[config.mk]
export PLATFORM = sky130hd
export DESIGN_NAME = buf_lru_ctrl
export DESIGN_NICKNAME = d
export VERILOG_FILES = /design/src/rtl/buf_lru_ctrl.sv
export SDC_FILE = /design/constraint.sdc
export NUM_CORES = 1
export LEC_CHECK = 0
export CAP_MARGIN = 10
export CORE_ASPECT_RATIO = 0.5
export CORE_MARGIN = 1.5
export CORE_UTILIZATION = 38
export CTS_CLUSTER_SIZE = 12
export DETAILED_ROUTE_END_ITERATION = 16
export PLACE_DENSITY = 0.66
export SETUP_SLACK_MARGIN = 0.4
export SLEW_MARGIN = 20
export SYNTH_ARGS = -nofsm -noshare
export SYNTH_HDL_FRONTEND = slang
export SYNTH_SLANG_ARGS = --single-unit
[constraint.sdc]
create_clock -name clk -period 3.1 [get_ports clk]
set_input_delay 0.62 -clock clk [delete_from_list [all_inputs] [get_ports clk]]
set_output_delay 0.62 -clock clk [all_outputs]
set_load 0.02 [all_outputs]
[src/rtl/buf_lru_ctrl.sv]
// Four-entry buffer-pool controller with LRU replacement.
// Looks up a requested tag, answers with the buffer holding it, and on a miss
// picks a victim (invalid entries first, otherwise the LRU entry) and runs a
// fill handshake with the backing store before answering.
module buf_lru_ctrl #(
    parameter int TAG_W = 8,
    parameter int CNT_W = 16
) (
    input  logic             clk,
    input  logic             rst,
    input  logic             req_valid,
    input  logic [TAG_W-1:0] req_tag,
    output logic             req_ready,
    output logic             rsp_valid,
    output logic [1:0]       rsp_buf,
    output logic             rsp_hit,
    output logic             fill_req,
    output logic [1:0]       fill_buf,
    output logic [TAG_W-1:0] fill_tag,
    input  logic             fill_done,
    input  logic             inval,
    input  logic [1:0]       inval_buf,
    output logic [CNT_W-1:0] hit_cnt,
    output logic [CNT_W-1:0] miss_cnt
);

    typedef enum logic [1:0] {
        IDLE,
        CMP,
        FILL,
        RESP
    } state_t;

    state_t                  state_q, state_d;
    logic [3:0][TAG_W-1:0]   tag_q, tag_d;
    logic [3:0]              valid_q, valid_d;
    // ord_q[0] is the LRU entry, ord_q[3] the MRU entry
    logic [3:0][1:0]         ord_q, ord_d;
    logic [TAG_W-1:0]        capTag_q, capTag_d;
    logic [1:0]              fillBuf_q, fillBuf_d;
    logic [1:0]              rspBuf_q, rspBuf_d;
    logic                    rspHit_q, rspHit_d;
    logic [CNT_W-1:0]        hitCnt_q, hitCnt_d;
    logic [CNT_W-1:0]        missCnt_q, missCnt_d;

    logic                    hitAny;
    logic [1:0]              hitIdx;
    logic [1:0]              victim;

    // Remove entry e from the recency list, close the gap, append e as MRU.
    // An entry that is already MRU leaves the list unchanged.
    function automatic logic [3:0][1:0] moveToMru(input logic [3:0][1:0] ordIn,
                                                  input logic [1:0]      e);
        logic [3:0][1:0] ordOut;
        logic            found;
        ordOut = ordIn;
        found  = 1'b0;
        for (int i = 0; i < 3; i++) begin
            if (ordIn[i] == e) begin
                found = 1'b1;
            end
            if (found) begin
                ordOut[i] = ordIn[i+1];
            end
        end
        ordOut[3] = e;
        return ordOut;
    endfunction

    // Tag match against valid entries; tags are unique so at most one hits
    always_comb begin
        hitAny = 1'b0;
        hitIdx = 2'd0;
        for (int i = 0; i < 4; i++) begin
            if (valid_q[i] && (tag_q[i] == capTag_q)) begin
                hitAny = 1'b1;
                hitIdx = 2'(i);
            end
        end
    end

    // Victim choice: lowest-index invalid entry, otherwise the LRU entry
    always_comb begin
        victim = ord_q[0];
        for (int i = 3; i >= 0; i--) begin
            if (!valid_q[i]) begin
                victim = 2'(i);
            end
        end
    end

    // Next-state and datapath updates for the lookup/fill sequence
    always_comb begin
        state_d   = state_q;
        tag_d     = tag_q;
        valid_d   = valid_q;
        ord_d     = ord_q;
        capTag_d  = capTag_q;
        fillBuf_d = fillBuf_q;
        rspBuf_d  = rspBuf_q;
        rspHit_d  = rspHit_q;
        hitCnt_d  = hitCnt_q;
        missCnt_d = missCnt_q;

        // The entry being filled is protected from invalidation while filling
        if (inval && !((state_q == FILL) && (inval_buf == fillBuf_q))) begin
            valid_d[inval_buf] = 1'b0;
        end

        case (state_q)
            IDLE: begin
                if (req_valid) begin
                    capTag_d = req_tag;
                    state_d  = CMP;
                end
            end
            CMP: begin
                if (hitAny) begin
                    ord_d    = moveToMru(ord_q, hitIdx);
                    hitCnt_d = (hitCnt_q != '1) ? hitCnt_q + CNT_W'(1) : hitCnt_q;
                    rspBuf_d = hitIdx;
                    rspHit_d = 1'b1;
                    state_d  = RESP;
                end else begin
                    fillBuf_d = victim;
                    state_d   = FILL;
                end
            end
            FILL: begin
                if (fill_done) begin
                    tag_d[fillBuf_q]   = capTag_q;
                    valid_d[fillBuf_q] = 1'b1;
                    ord_d     = moveToMru(ord_q, fillBuf_q);
                    missCnt_d = (missCnt_q != '1) ? missCnt_q + CNT_W'(1) : missCnt_q;
                    rspBuf_d  = fillBuf_q;
                    rspHit_d  = 1'b0;
                    state_d   = RESP;
                end
            end
            RESP: begin
                state_d = IDLE;
            end
            default: begin
                state_d = IDLE;
            end
        endcase
    end

    // State register with synchronous reset; reset abandons any open fill
    always_ff @(posedge clk) begin
        if (rst) begin
            state_q   <= IDLE;
            tag_q     <= '0;
            valid_q   <= '0;
            ord_q     <= {2'd3, 2'd2, 2'd1, 2'd0};
            capTag_q  <= '0;
            fillBuf_q <= '0;
            rspBuf_q  <= '0;
            rspHit_q  <= 1'b0;
            hitCnt_q  <= '0;
            missCnt_q <= '0;
        end else begin
            state_q   <= state_d;
            tag_q     <= tag_d;
            valid_q   <= valid_d;
            ord_q     <= ord_d;
            capTag_q  <= capTag_d;
            fillBuf_q <= fillBuf_d;
            rspBuf_q  <= rspBuf_d;
            rspHit_q  <= rspHit_d;
            hitCnt_q  <= hitCnt_d;
            missCnt_q <= missCnt_d;
        end
    end

    assign req_ready = (state_q == IDLE);
    assign rsp_valid = (state_q == RESP);
    assign fill_req  = (state_q == FILL);
    assign rsp_buf   = rspBuf_q;
    assign rsp_hit   = rspHit_q;
    assign fill_buf  = fillBuf_q;
    assign fill_tag  = capTag_q;
    assign hit_cnt   = hitCnt_q;
    assign miss_cnt  = missCnt_q;

endmodule

==> results of run 1 <==
## where the power goes
group | leakage [nW] | total [mW] | internal [mW] | switching, mW
Combinational | 1.03 | 0.949 | 0.399 | 0.550
Clock | 0.149 | 1.11 | 0.574 | 0.540
Sequential | 0.738 | 1.36 | 1.25 | 0.110
Total | 1.92 | 3.43 | 2.23 | 1.20
## sequential cells by signal (all words and copies together) (netlist names)
register,flops
rsp_hit,1
miss_cnt,16
state_q,2
rsp_buf,2
fill_buf,2
tag_q,32
hit_cnt,16
fill_tag,8
valid_q,4
ord_q,8
## critical path: stages (launching register included)
cell,delay [ns]
dfxtp_2,0.35
buf_4,0.17
xor2_1,0.15
nor4_2,0.34
nand4_2,0.23
and2_4,0.27
a21o_4,0.28
nor4b_2,0.30
mux2_1,0.34
## cell usage after synthesis, drive strengths merged, types with 6 or more instances
| cell type | number |
|---|---|
| nand2 | 104 |
| clkbuf | 21 |
| nor2 | 35 |
| buf | 15 |
| xor2 | 21 |
| o31ai | 7 |
| inv | 16 |
| xnor2 | 31 |
| or3 | 6 |
| nand3 | 32 |
| or4 | 10 |
| ha | 6 |
| nor4 | 7 |
| nor3 | 8 |
| a21oi | 66 |
| o21ai | 9 |
| nand4 | 15 |
| dfxtp | 91 |
## kinds of logic after synthesis
kind of cell | Yosys count | synth area share
muxes | 7 | 0.0158
buffers and inverters | 53 | 0.0585
AOI/OAI and AO/OA | 117 | 0.159
xor gates and xnor gates | 52 | 0.101
adders and majority gates | 6 | 0.0163
and+or+nand+nor | 241 | 0.253
DFF | 91 | 0.396
## worst min-delay path by stage
stage                    from         to  slack (ns)  depth (start not counted)
CTS                  ord_q[6]   ord_q[6]        0.47                          2
detailed placement   ord_q[6]   ord_q[6]        0.45                          2
global route        tag_q[29]  tag_q[29]        0.49                          2
global placement     ord_q[6]   ord_q[6]        0.45                          2
floorplan            ord_q[7]   ord_q[7]        0.43                          2
finish              tag_q[20]  tag_q[20]        0.47                          2
## layout make-up
cell class	instances	area [µm²]
well taps	165	206
clock buffers	9	225
repair buffers	81	771
inverters	17	63.8
clock inverters	7	76.3
fillers	1181	6100
flip-flops and latches	91	1830
multi-input cells	424	2540
## per-stage QoR
stage / total power, mW / instance area, µm² / worst slack (ns)
final: 3.43 / 5710 / 0.548
after global routing: 3.61 / 5710 / 0.379
after CTS: 3.42 / 5640 / 0.431
after detailed placement: 2.30 / 5340 / 0.349
after global placement: 2.30 / 5340 / 0.404
after floorplan: 2.02 / 4600 / 0.468
## placed cells by master, fill, tap and decap left out, types with 4 or more instances in the layout
cell / instances
or3_1: 5
nor3_1: 8
a21oi_1: 66
xor2_1: 21
o21ai_0: 9
or4_1: 10
nand3_1: 32
dfxtp_1: 86
or2_2: 5
nand4_1: 14
nand2_1: 104
mux2i_1: 5
ha_1: 6
clkdlybuf4s50_1: 61
xnor2_1: 30
o31ai_1: 7
nor2_1: 35
dfxtp_2: 5
nor4_1: 4
o311ai_0: 5
buf_4: 18
inv_1: 16
clkbuf_16: 9
## per-layer routing
layer  part of all wire  vias to the layer above
met5                  0                        -
met4              0.012                        0
met3              0.042                        8
met2               0.47                       74
met1               0.48                     1977
li1                   -                     2089
## what timing repair did
| item | CTS | global route |
|---|---|---|
| pin swaps | 0 | 3 |
| hold buffers | 0 | 0 |
| setup buffers | 0 | 5 |
| cloned | 0 | 1 |
| gates resized for setup | 2 | 6 |
| endpoints found under the setup margin | 11 | 17 |
==> run_results.csv, run 1 <==
group,metric,value,unit
outcome,outcome,"completed",
grt,grt.busiest_layer,"met2",
cells_and_area,syn2layout_area_growth,24.0,%
synth,seq_area_frac_synth,0.396,
sta,slew_headroom,0.433,
cells_and_area,final_layout_size_suffix_gt1_frac,0.0970,
sta,whs,0.468,ns
synth,synth-edff-count,0,
grt,use_met3,0.0507,
floorplan,die_h,80.8,µm
worst_setup_path,crit_fanout,14,
synth,ys_seq_elements,91,
job,cap_violations,0,
routing,dr.pass1.iters,6,
clocking,path_clk_slew,0.07,ns
worst_setup_path,worstPathArrival,2.79,ns
grt,grt_pass1_vias,3652,
clocking,cts_tree,"built",
routing,vias,4148,
routing,drc_errors,0,
power_and_ir_drop,ir_drop,0.273,mV
clocking,cts_root_buf,"clkbuf_16",
synth,synthArstFlopShare,0,
power_and_ir_drop,power.density,600,nW/µm²
clocking,numCtsBuffers,9,
cells_and_area,nets,645,
synth,synth_area_leaders,"dfxtp_1, nand2_1, a21oi_1, xnor2_1, xor2_1",
sta,finalCriticalPeriod,2.55,ns
synth,syn-cell-area,4600,µm²
sta,fmax,392,MHz
routing,via_per_inst,5.22,
grt,grt_util_met2,0.302,
sta,worstMarginPinSlew,0.841,ns
worst_setup_path,critPathRequiredTime,3.34,ns
synth,synth_nets,588,
grt,grt_pass1_wl,18300,µm
routing,drt_iter0_markers,231,
synth,netlist_instances,567,
sta,rsz0062_at_grt,"true",
sta,hold_violations,0,
placement,dp_cells,772,
floorplan,die_area,12800,µm²
synth,yosysTopAreaCell,"dfxtp_1",
routing,ant_nets,0,
synth,synthFlopType,"dfxtp_1",
sta,fin_crit_sh,0.823,
worst_setup_path,path_class,"reg -> reg",
worst_setup_path,start_kind,"flop",
placement,io_buffer_count,62,
power_and_ir_drop,leakage,1.92,nW
grt,grt_max_degree,90,
synth,synth_cell_types,55,
placement,gp_routability_congestion,0.833,
floorplan,rows,28,
sta,clock_skew,0.0116,ns
floorplan,coreArea,11800,µm²
worst_setup_path,cp-endpoint,"hit_cnt[13]",
sta,maxSlewViolCount,0,
synth,yosysWarnings,0,
grt,overflow,0,
clocking,clock-sinks,91,
worst_setup_path,r2r_start,"fill_tag[7]",
clocking,h-tree-depth,3,
clocking,clk_latency,0.36,ns
routing,drt-total-wl,11500,µm
synth,synth_top_area_frac,0.396,
placement,hpwl,7790,µm
min_path,min_path_type,"reg -> reg",
sta,finalSetupViolCount,0,
cells_and_area,n_antenna_cell,0,
worst_setup_path,critPathLaunch,"fill_tag[7]",
grt,antenna_found_initial,0,
routing,wl_per_cell,14.5,µm
cells_and_area,stdcell_count,794,
worst_setup_path,reg2reg_depth,8,
sta,tns,0,ns
worst_setup_path,regToRegSetupSlack,0.55,ns
grt,use_met1,0.233,
synth,synth_area_per_cell,8.11,µm²
floorplan,top_level_ports,63,
clocking,clk_path_buf_depth,2,
floorplan,initial_core_util,0.390,
worst_setup_path,rr_endpoint,"hit_cnt[13]",
floorplan,die_w,159,µm
worst_setup_path,cp-end-kind,"flop",
cells_and_area,utilization,0.483,
grt,grt_usage,0.184,
Note: power is estimated with default switching activity, not from simulation.
==> run 2, diff against run 1 <==
Clock period 3.1 ns to 2.6 ns, I/O delays scaled along.
==> run_results.csv, run 2 (synthesis gave the netlist of run 1 again) <==
group,metric,value,unit
cells_and_area,largest_reg_flops,32,
sta,finalSetupViolCount,0,
floorplan,die_w,159,µm
clocking,h-tree-depth,3,
min_path,min_path_type,"reg -> reg",
cells_and_area,syn2layout_area_growth,33.1,%
outcome,outcome,"completed",
cells_and_area,n_antenna_cell,0,
sta,clock_skew,0.00662,ns
floorplan,initial_core_util,0.390,
worst_setup_path,worstPathArrival,2.62,ns
placement,post-place-ws,0.133,ns
worst_setup_path,rr_endpoint,"hit_cnt[15]",
power_and_ir_drop,ir_drop,0.355,mV
clocking,cts_root_buf,"clkbuf_16",
placement,gp_routability_congestion,0.823,
worst_setup_path,start_kind,"flop",
cells_and_area,nets,664,
job,cap_violations,0,
floorplan,top_level_ports,63,
placement,io_buffer_count,62,
floorplan,die_h,80.8,µm
grt,overflow,0,
min_path,holdPathEnd,"rsp_buf[0]",
placement,hpwl,7520,µm
worst_setup_path,crit_fanout,8,
sta,tns,0,ns
worst_setup_path,regToRegSetupSlack,0.27,ns
worst_setup_path,path_class,"reg -> reg",
clocking,clock-sinks,91,
routing,wl_per_cell,14.3,µm
clocking,cts_tree,"built",
sta,rsz0062_at_grt,"true",
worst_setup_path,reg2reg_depth,7,
routing,vias,4266,
routing,via_per_inst,5.25,
power_and_ir_drop,leakage,2.09,nW
sta,fin_ws,0.268,ns
power_and_ir_drop,power.density,694,nW/µm²
cells_and_area,design_area,6120,µm²
min_path,hp-start,"rsp_buf[0]",
min_path,hold_depth,2,
clocking,numCtsBuffers,9,
worst_setup_path,cp-end-kind,"flop",
grt,grt_usage,0.184,
grt,grt_pass1_vias,3731,
routing,ant_nets,0,
cells_and_area,regMostFlops,"tag_q",
sta,fin_crit_sh,0.897,
clocking,clk_path_buf_depth,2,
worst_setup_path,critPathRequiredTime,2.88,ns
cells_and_area,final_common_cell,"nand2_1",
floorplan,rows,28,
sta,finalCriticalPeriod,2.33,ns
clocking,path_clk_slew,0.07,ns
placement,dpl-instance-area,5390,µm²
routing,dr.pass1.iters,4,
grt,grt_max_degree,90,
sta,fmax,429,MHz
sta,worstMarginPinSlew,0.426,ns
routing,drt_iter0_markers,287,
cells_and_area,final_cell_mix,"nand2_1, dfxtp_1, clkdlybuf4s50_1",
clocking,clk_latency,0.35,ns
cells_and_area,final_layout_size_suffix_gt1_frac,0.190,
floorplan,die_area,12800,µm²
sta,slew_headroom,0.716,
grt,grt_pass1_wl,18500,µm
sta,hold_violations,0,
sta,maxSlewViolCount,0,
floorplan,coreArea,11800,µm²
worst_setup_path,r2r_start,"fill_tag[1]",
routing,drt-total-wl,11700,µm
grt,antenna_found_initial,0,
routing,drc_errors,0,
run 2: changes by cell type in the layout (fill, tap and decap cells not counted), sizes merged:
cell and delta:
clkbuf +1, inv +1, a21o +1, clkinv -1, dlygate4sd2 +1, buf +17, clkdlybuf4s50 -1
run 2: repair_timing:
action | CTS | global route
cloned | 2 | 0
setup endpoints to repair | 29 | 37
resized for setup | 16 | 35
hold buffers | 0 | 0
pin swaps | 11 | 9
setup buffers | 19 | 6
run 2: how the worst max path moves through the flow:
stage | from | end | depth (start not counted)
global placement | fill_tag[1] | hit_cnt[15] | 7
floorplan | fill_tag[5] | hit_cnt[13] | 11
detailed placement | fill_tag[1] | hit_cnt[15] | 7
global route | fill_tag[4] | ord_q[4] | 8
CTS | fill_tag[4] | hit_cnt[15] | 7
finish | fill_tag[1] | hit_cnt[15] | 7
run 2: area by class of cell:
class,count,area (µm²)
Tap cell,165,206
Clock inverter,7,76.3
Timing Repair Buffer,99,910
Inverter,17,63.8
Fill cell,1105,5680
Clock buffer,9,225
Sequential cell,91,1860
Multi-Input combinational cell,425,2790
run 2: stage by stage:
step / hold WS, ns / utilization / instances / power, mW
6_report: 0.463 / 0.519 / 813 / 4.25
5_1_grt: 0.487 / 0.519 / 813 / 4.48
4_1_cts: 0.464 / 0.503 / 807 / 4.20
3_5_place_dp: 0.452 / 0.456 / 770 / 2.75
3_3_place_gp: 0.445 / 0.456 / 770 / 2.73
2_1_floorplan: 0.431 / - / 567 / 2.44
run 2: report_power, final:
| group | leakage [nW] | internal, mW | switching, mW |
|---|---|---|---|
| clock network | 0.149 | 0.686 | 0.640 |
| logic | 1.19 | 0.576 | 0.686 |
| registers | 0.744 | 1.50 | 0.163 |
| total | 2.09 | 2.76 | 1.49 |
run 2: metal layers:
metal / up-vias / wire [µm] / track usage
met2: 85 / 5390 / 0.290
met4: 0 / 154 / 0.0551
met5: - / 0 / 0
met3: 11 / 448 / 0.0395
met1: 2029 / 5660 / 0.253
li1: 2141 / - / -
run 2: critical path, cell delays in order, from the launching register on:
cell and delay (ns):
dfxtp_4 0.39, xor2_2 0.16, nor4_2 0.31, nand4_2 0.27, and2_4 0.26, a21o_4 0.25
or4_1 0.50, a21oi_1 0.13
